<file path="src/rtl/mem_copy_engine.sv">
// mem_copy_engine
// ---------------
// A small DMA that copies len bytes from src to dst through the 8-bit
// data-memory port. The memory reads combinationally and writes on the
// clock edge, so each byte needs one read cycle and then one write cycle.
// While busy=1 the CPU arbiter gives the memory port to this block.
//
// Optional feature: define CHECKSUM_EN to add the csum output, which is the
// modulo-2**DATA_W sum of every byte written in the current or last transfer.
//
// Ports
//   clk        in   clock; all state changes on posedge
//   reset      in   synchronous, active-high reset
//   start      in   transfer request; accepted only in IDLE
//   src, dst   in   source and destination base addresses, sampled on accept
//   len        in   byte count, sampled on accept; 0 means no-op
//   busy       out  high in the RD and WR states
//   done       out  one-cycle completion pulse, asserted in the FIN state
//   err        out  an out-of-range access was attempted; held until next accept
//   count      out  bytes written so far
//   mem_addr   out  memory address
//   mem_wdata  out  memory write data
//   mem_read   out  memory read strobe
//   mem_write  out  memory write strobe; memory commits at the cycle's posedge
//   mem_rdata  in   memory read data, combinational from mem_addr
//   csum       out  running byte checksum (only with CHECKSUM_EN)
//   state_dbg  out  current FSM state: 0=IDLE 1=RD 2=WR 3=FIN
//
// Handshake: start is a level request. It is accepted on a rising edge where
// the FSM is in IDLE. At any other time it is ignored. There is no
// back-pressure on the memory side. A strobe that is high in a cycle is
// serviced in that same cycle.
module mem_copy_engine #(
   parameter int ADDR_W    = 8,
   parameter int DATA_W    = 8,
   parameter int MEM_DEPTH = 32
) (
   input  logic              clk,
   input  logic              reset,
   input  logic              start,
   input  logic [ADDR_W-1:0] src,
   input  logic [ADDR_W-1:0] dst,
   input  logic [7:0]        len,
   output logic              busy,
   output logic              done,
   output logic              err,
   output logic [7:0]        count,
   output logic [ADDR_W-1:0] mem_addr,
   output logic [DATA_W-1:0] mem_wdata,
   output logic              mem_read,
   output logic              mem_write,
   input  logic [DATA_W-1:0] mem_rdata,
`ifdef CHECKSUM_EN
   output logic [DATA_W-1:0] csum,
`endif
   output logic [1:0]        state_dbg
);

   typedef enum logic [1:0] {
      IDLE = 2'd0,
      RD   = 2'd1,
      WR   = 2'd2,
      FIN  = 2'd3
   } state_t;

   // Extra bit so that MEM_DEPTH = 2**ADDR_W can be represented.
   localparam logic [ADDR_W:0]   DEPTH_L = (ADDR_W+1)'(MEM_DEPTH);
   localparam logic [ADDR_W-1:0] ONE_A   = 1;

   state_t            state;
   logic [ADDR_W-1:0] src_ptr;
   logic [ADDR_W-1:0] dst_ptr;
   logic [7:0]        remaining;

   function automatic logic in_range(input logic [ADDR_W-1:0] p);
      return {1'b0, p} < DEPTH_L;
   endfunction

   assign state_dbg = state;

   // All outputs are registered. The strobes and the address are therefore
   // computed on the edge that enters a state, from the pointer values that
   // state will use.
   // mem_wdata doubles as the byte buffer between the RD and WR cycles.
   always_ff @(posedge clk) begin
      if (reset) begin
         state     <= IDLE;
         src_ptr   <= '0;
         dst_ptr   <= '0;
         remaining <= '0;
         busy      <= 1'b0;
         done      <= 1'b0;
         err       <= 1'b0;
         count     <= '0;
         mem_addr  <= '0;
         mem_wdata <= '0;
         mem_read  <= 1'b0;
         mem_write <= 1'b0;
`ifdef CHECKSUM_EN
         csum      <= '0;
`endif
      end else begin
         case (state)
            IDLE: begin
               done <= 1'b0;
               if (start) begin
                  src_ptr   <= src;
                  dst_ptr   <= dst;
                  remaining <= len;
                  count     <= '0;
                  err       <= 1'b0;
`ifdef CHECKSUM_EN
                  csum      <= '0;
`endif
                  if (len == 8'd0) begin
                     state <= FIN;
                     done  <= 1'b1;
                  end else begin
                     state    <= RD;
                     busy     <= 1'b1;
                     mem_addr <= src;
                     mem_read <= in_range(src);
                  end
               end
            end

            RD: begin
               mem_read <= 1'b0;
               if (!in_range(src_ptr)) begin
                  err   <= 1'b1;
                  done  <= 1'b1;
                  busy  <= 1'b0;
                  state <= FIN;
               end else begin
                  mem_wdata <= mem_rdata;
                  mem_addr  <= dst_ptr;
                  mem_write <= in_range(dst_ptr);
                  state     <= WR;
               end
            end

            WR: begin
               mem_write <= 1'b0;
               if (!in_range(dst_ptr)) begin
                  err   <= 1'b1;
                  done  <= 1'b1;
                  busy  <= 1'b0;
                  state <= FIN;
               end else begin
                  src_ptr   <= src_ptr + ONE_A;
                  dst_ptr   <= dst_ptr + ONE_A;
                  count     <= count + 8'd1;
                  remaining <= remaining - 8'd1;
`ifdef CHECKSUM_EN
                  csum      <= csum + mem_wdata;
`endif
                  if (remaining == 8'd1) begin
                     done  <= 1'b1;
                     busy  <= 1'b0;
                     state <= FIN;
                  end else begin
                     mem_addr <= src_ptr + ONE_A;
                     mem_read <= in_range(src_ptr + ONE_A);
                     state    <= RD;
                  end
               end
            end

            FIN: begin
               // start is deliberately not looked at here.
               done  <= 1'b0;
               state <= IDLE;
            end

            default: state <= IDLE;
         endcase
      end
   end

endmodule
</file>
<file path="config.mk">
export PLATFORM = sky130hd
export DESIGN_NAME = mem_copy_engine
export DESIGN_NICKNAME = d
export VERILOG_FILES = /design/src/rtl/mem_copy_engine.sv
export SDC_FILE = /design/constraint.sdc
export NUM_CORES = 1
export LEC_CHECK = 0
export ABC_AREA = 1
export BUFFER_PORTS_ARGS = -buffer_cell sky130_fd_sc_hd__buf_2
export CORE_UTILIZATION = 50
export CTS_BUF_LIST = sky130_fd_sc_hd__clkbuf_2 sky130_fd_sc_hd__clkbuf_4 sky130_fd_sc_hd__clkbuf_8
export CTS_CLUSTER_DIAMETER = 60
export CTS_CLUSTER_SIZE = 30
export DETAILED_ROUTE_END_ITERATION = 7
export GPL_TIMING_DRIVEN = 0
export PLACE_DENSITY = 0.77
export SYNTH_ARGS = -nofsm -noshare
export SYNTH_HDL_FRONTEND = slang
export SYNTH_SLANG_ARGS = --single-unit
</file>
<file path="constraint.sdc">
create_clock -name clk -period 1.7 [get_ports clk]
set_clock_uncertainty 0.1 [all_clocks]
set_input_delay 0.34 -clock clk [delete_from_list [all_inputs] [get_ports clk]]
set_output_delay 0.34 -clock clk [all_outputs]
set_load 0.005 [all_outputs]
</file>
After elaboration in Yosys (flattened, before gate mapping)
Cells that the tools add are included.
W data, S select, Z words.
- add/subtract/negate cells: 4
- reduce and logical (&&, ||, !) cells: 13
- equality and inequality tests: 12
- $lt $le $gt $ge: 4
- multiplexer cells: 46
- operator list (cell ; count):
    $mux W8 ; 13
    $pmux W8 S2 ; 4
    $lt A8 B6 Y1 const B ; 4
    $add A8 B1 Y8 const B ; 3
    $pmux W8 S3 ; 1
    $mux W1 ; 18
    $ne A2 B2 Y1 const B ; 7
    $reduce_and A5 Y1 ; 2
    $pmux W1 S3 ; 3
    $eq A8 B1 Y1 const B ; 1
    $logic_not A8 Y1 ; 1
    $mux W2 ; 4
    $pmux W2 S4 ; 1
    $sub A8 B1 Y8 const B ; 1
    $reduce_and A2 Y1 ; 3
    $reduce_and A6 Y1 ; 1
    $eq A2 B2 Y1 const B ; 2
    $pmux W1 S4 ; 1
    $reduce_and A4 Y1 ; 1
    $reduce_bool A2 Y1 ; 2
    $ne A3 B3 Y1 const B ; 1
    $reduce_and A3 Y1 ; 1
    $reduce_bool A3 Y1 ; 1
    $eq A2 B1 Y1 const B ; 1
    other kinds (2) ; 2
- input bits: 35
- output and inout bits: 31
- logic and storage cells: 91
- flip-flop bits (word level): 55

Logic depth before layout (Yosys ltp)
- depth in word-level cells: 5
- gate-level depth with buffers: 12
- mapped depth without buffers: 12

Worst setup path after synthesis
Ideal clock, no wire load.
- path type: flip-flop to flip-flop
- start: register state[0] (netlist: state_dbg[0])
- end: register done
- setup time: 0.115 ns
- period minus slack after synthesis: 1.757 ns
- cell stages (with the launch flop): 7
- arrival time: 1.543 ns
- buffers on the path: 1
- path slack: -0.057 ns
- data required time: 1.485 ns
- cell sequence: dfxtp_1 > inv_1 > ha_1 > inv_1 > clkbuf_1 > o22ai_1 > o21a_1
- word-level cells in the longest chain between the ends: 3
- elaborated cells between the ends (all ways): 8
- those cells by class: 5 x eq/ne; 1 x mux; 2 x reduce/logical
- RTL lines (item ; line ; source):
    start, declared ; 70 ; state_t state;
    start signal, assigned ; 87 ; state <= IDLE;
    start signal, assigned ; 116 ; state <= FIN;
    start signal, assigned ; 119 ; state <= RD;
    $eq A2 B2 Y1 or $eq A2 B1 Y1 (tied branches) ; 103 ; case (state)
    $ne A3 B3 Y1 (no source line) or $ne A2 B2 Y1 (tied branches) ; n/a ;
    $reduce_and A2 Y1 (no source line) ; n/a ;
    end signal, assigned ; 105 ; done <= 1'b0;
    end signal, assigned ; 117 ; done <= 1'b1;
    end signal, assigned ; 131 ; done <= 1'b1;
    end, declared ; 45 ; output logic done,
Parallel ways exist; a longest one is shown, timed or not.
A chain may end at the register's enable or synchronous reset.

Worst setup path after layout
- start: register state[0] (netlist: state_dbg[0])
- end: register dst_ptr[6]
- word-level cells in the longest chain between the ends: 3
- elaborated cells between the ends (all ways): 7
- those cells by class: 3 x eq/ne; 1 x mux; 3 x reduce/logical
- RTL lines (item ; line ; source):
    $eq A2 B2 Y1 or $logic_not A2 Y1 (tied branches) ; 103 ;
    $ne A2 B2 Y1 (no source line) or $reduce_bool A2 Y1 (tied branches) ; n/a ;
    $reduce_and A3 Y1 (no source line) ; n/a ;
    end signal, assigned ; 108 ; dst_ptr <= dst;
    end signal, assigned ; 151 ; dst_ptr <= dst_ptr + ONE_A;
    end, declared ; 72 ; logic [ADDR_W-1:0] dst_ptr;
Parallel ways exist; a longest one is shown, timed or not.

==> flow_metrics.py <==
metrics = {
    "status": {
        "run_status": "finished with violations",
        "violations": "setup timing",
    },
    "detailed_routing": {
        "drt_pass1_iterations": 5,
        "wire_per_inst_um": 14.46,
        "ant_nets": 0,
        "drt_iter0_drc": 255,
        "drc": 0,
        "finalWirelength_mm": 9.326,
        "vias_per_cell": 5.429,
        "vias": 3502,
    },
    "power": {
        "power_density_nw_per_um2": 2020,
        "ir_worst_vdd_mv": 1.018,
        "p_leak_nw": 1.919,
    },
    "synth": {
        "netlist_instances": 485,
        "yosysWarnings": 0,
        "ys_seq_area_share_pct": 35.27,
        "syn_area_per_cell_um2": 6.437,
        "syn-num-nets": 530,
        "ys_ff_latch": 55,
        "ys_types": 32,
        "syn-cell-area_um2": 3122,
    },
    "sta": {
        "worstMarginPinSlew_ns": 0.6380,
        "max_slew_margin_pct": 57.47,
        "fmax_ghz": 0.5761,
        "final-hold-violation-count": 0,
        "setup_viol_count_final": 7,
        "post-route-period-util_pct": 102.1,
        "worst_slack_ns": -0.03577,
        "rsz0062_at_grt": "yes",
        "drv_slew": 0,
        "period_needed_ns": 1.736,
    },
    "cells_and_area": {
        "layout-drive-gt1-share_pct": 24.74,
        "final_nets": 614,
        "final_common_cell": "nand2_1",
        "final_util_pct": 67.56,
        "stdcell_area_um2": 4024,
        "layout.cells.non_filler": 645,
        "diodes": 0,
        "area_growth_pct": 28.90,
        "layout_common_cells": "nand2_1, buf_2, inv_1, dfxtp_1, nor2_1",
    },
    "min_path": {
        "holdPathStages": 3,
        "worstHoldEndpoint": "src_ptr[2]$_SDFFE_PP0P_",
        "min_path_type": "primary input to flip-flop",
        "worstHoldStart": "src[2]",
    },
    "cts": {
        "clock_path_buffers": 2,
        "numCtsBuffers": 5,
        "h-tree-depth": 2,
        "clkTransAtPathRegs_ns": 0.10,
        "cts_tree": "yes",
        "cts_sinks": 55,
        "clk_latency_ns": 0.32,
        "root_buffer": "clkbuf_8",
    },
    "floorplanning": {
        "die_area_um2": 6563,
        "die_w_um": 81.02,
        "io_pins": 66,
        "core_um2": 5956,
        "die_h_um": 81.02,
        "rows": 28,
        "start_util_pct": 52.42,
    },
    "placement": {
        "portBuffers": 64,
        "gp_congestion": 0.9304,
        "dp_hpwl_mm": 6.182,
        "dp_cells": 624,
        "dpl_cell_area_um2": 3538,
        "pre_cts_slack_ns": -0.3510,
    },
    "critical_path": {
        "required_ns": 1.84,
        "cp.arrival_ns": 1.88,
        "critPathMaxFanout": 8,
        "r2r_slack_ns": -0.04,
        "setup.worst_path.class": "flip-flop to flip-flop",
        "reg2reg_depth": 10,
        "timing.rr.start": "state_dbg[0]$_SDFFE_PP0P_",
        "rr_endpoint": "dst_ptr[6]$_SDFFE_PP0P_",
        "cp-end-kind": "flip-flop",
        "worst_setup_path_start_kind": "flip-flop",
    },
    "grt": {
        "grt.overflow.total": 0,
        "antenna_found_initial": 0,
        "grt_pass1_wl_mm": 13.97,
        "first_global_vias": 3031,
        "grt_max_degree": 16,
        "groute.usage.overall_pct": 27.95,
    },
    "flow_run": {
        "cap_violations": 0,
    },
}
==> worst max-delay path by stage <==
stage	startpoint	end	slack [ns]	cells past startpoint
global placement	state_dbg[0]$_SDFFE_PP0P_	dst_ptr[5]$_SDFFE_PP0P_	-0.33	8
floorplan	state_dbg[1]$_SDFFE_PP0P_	mem_addr[5]$_SDFFE_PP0P_	0.01	10
CTS	state_dbg[1]$_SDFFE_PP0P_	mem_addr[6]$_SDFFE_PP0P_	0.006	11
detailed placement	state_dbg[0]$_SDFFE_PP0P_	src_ptr[6]$_SDFFE_PP0P_	-0.35	8
global route	state_dbg[0]$_SDFFE_PP0P_	dst_ptr[6]$_SDFFE_PP0P_	-0.09	10
finish	state_dbg[0]$_SDFFE_PP0P_	dst_ptr[6]$_SDFFE_PP0P_	-0.04	10
==> per-layer routing <==
metal | GRT usage [%] | vias up | wire length [um]
li1 | - | 1727 | -
met1 | 35.80 | 1585 | 3835
met2 | 45.38 | 163 | 4497
met3 | 5.393 | 27 | 746
met4 | 12.32 | 0 | 246
met5 | 0 | - | 0
==> synthesized netlist by cell type (all sizes together) <==
cell | n | area share [%]
clkinv | 3 | 0.40
nand3 | 23 | 4.0
dfxtp | 55 | 35
inv | 64 | 7.7
a211oi | 5 | 1.4
o21ai | 39 | 6.3
a21oi | 46 | 7.4
o21a | 1 | 0.24
nor3 | 6 | 0.96
a31oi | 1 | 0.20
nand4 | 9 | 1.8
nand2 | 133 | 16
xor2 | 3 | 0.84
o211ai | 5 | 1.2
xnor2 | 1 | 0.28
nor2 | 58 | 7.3
clkbuf | 6 | 0.72
buf | 10 | 2.2
o22ai | 2 | 0.40
a22oi | 2 | 0.48
o21bai | 2 | 0.48
nand3b | 1 | 0.24
ha | 10 | 4.0
==> critical path: stages, from the launching register on <==
cell	delay, ns
dfxtp_4	0.38
inv_4	0.05
ha_4	0.15
buf_6	0.13
nor2_4	0.15
nor2_4	0.05
nand2_4	0.15
buf_8	0.15
clkbuf_16	0.15
nand2_1	0.05
a21oi_1	0.13
==> sequential cells by signal, summed over array words and instances, names as in the netlist <==
| signal | count |
|---|---|
| done | 1 |
| src_ptr | 8 |
| state_dbg | 2 |
| busy | 1 |
| count | 8 |
| remaining | 8 |
| dst_ptr | 8 |
| err | 1 |
| mem_addr | 8 |
| mem_read | 1 |
| mem_write | 1 |
| mem_wdata | 8 |
==> area by class of cell <==
class,instances,area [um^2]
Buffer,16,133.9
Clock buffer,8,103.9
Fill cell,529,1932
Inverter,67,274.0
Multi-Input combinational cell,347,1838
Sequential cell,55,1110
Tap cell,75,93.84
Timing Repair Buffer,77,470.5
==> cells by family (layout without fill, tap and decap cells) <==
group	count (synthesis)	in the layout	synth area share, %
buffers and inverters	83	168	10.98
xor gates and xnor gates	4	4	1.122
DFF	55	55	35.27
AOI/OAI and AO/OA	103	103	18.00
adders and majority gates	10	10	4.008
and+or+nand+nor	230	230	30.62
==> report_power, final <==
group | internal (W) | leakage (nW) | switching, W | total [W]
Combinational | 0.00213 | 1.41 | 0.00303 | 0.00516
Clock | 0.000389 | 0.0549 | 0.000447 | 0.000836
Sequential | 0.00176 | 0.454 | 0.000375 | 0.00214
==> metrics by stage <==
stage | hold slack [ns] | total power (W) | setup TNS [ns]
6_report | 0.1731 | 0.008127 | -0.1051
5_1_grt | 0.1638 | 0.008724 | -1.310
4_1_cts | 0.1710 | 0.007085 | 0
3_5_place_dp | 0.3347 | 0.005909 | -8.784
3_3_place_gp | 0.3301 | 0.005830 | -7.500
2_1_floorplan | 0.3402 | 0.004810 | 0
==> what timing repair did <==
item | CTS | global route
hold buffers | 0 | 0
setup buffers | 4 | 6
setup endpoints to repair | 44 | 40
gates cloned | 0 | 3
gates resized for setup | 29 | 46
pin swaps | 2 | 22
No activity file was read; power rests on OpenSTA's default activity.
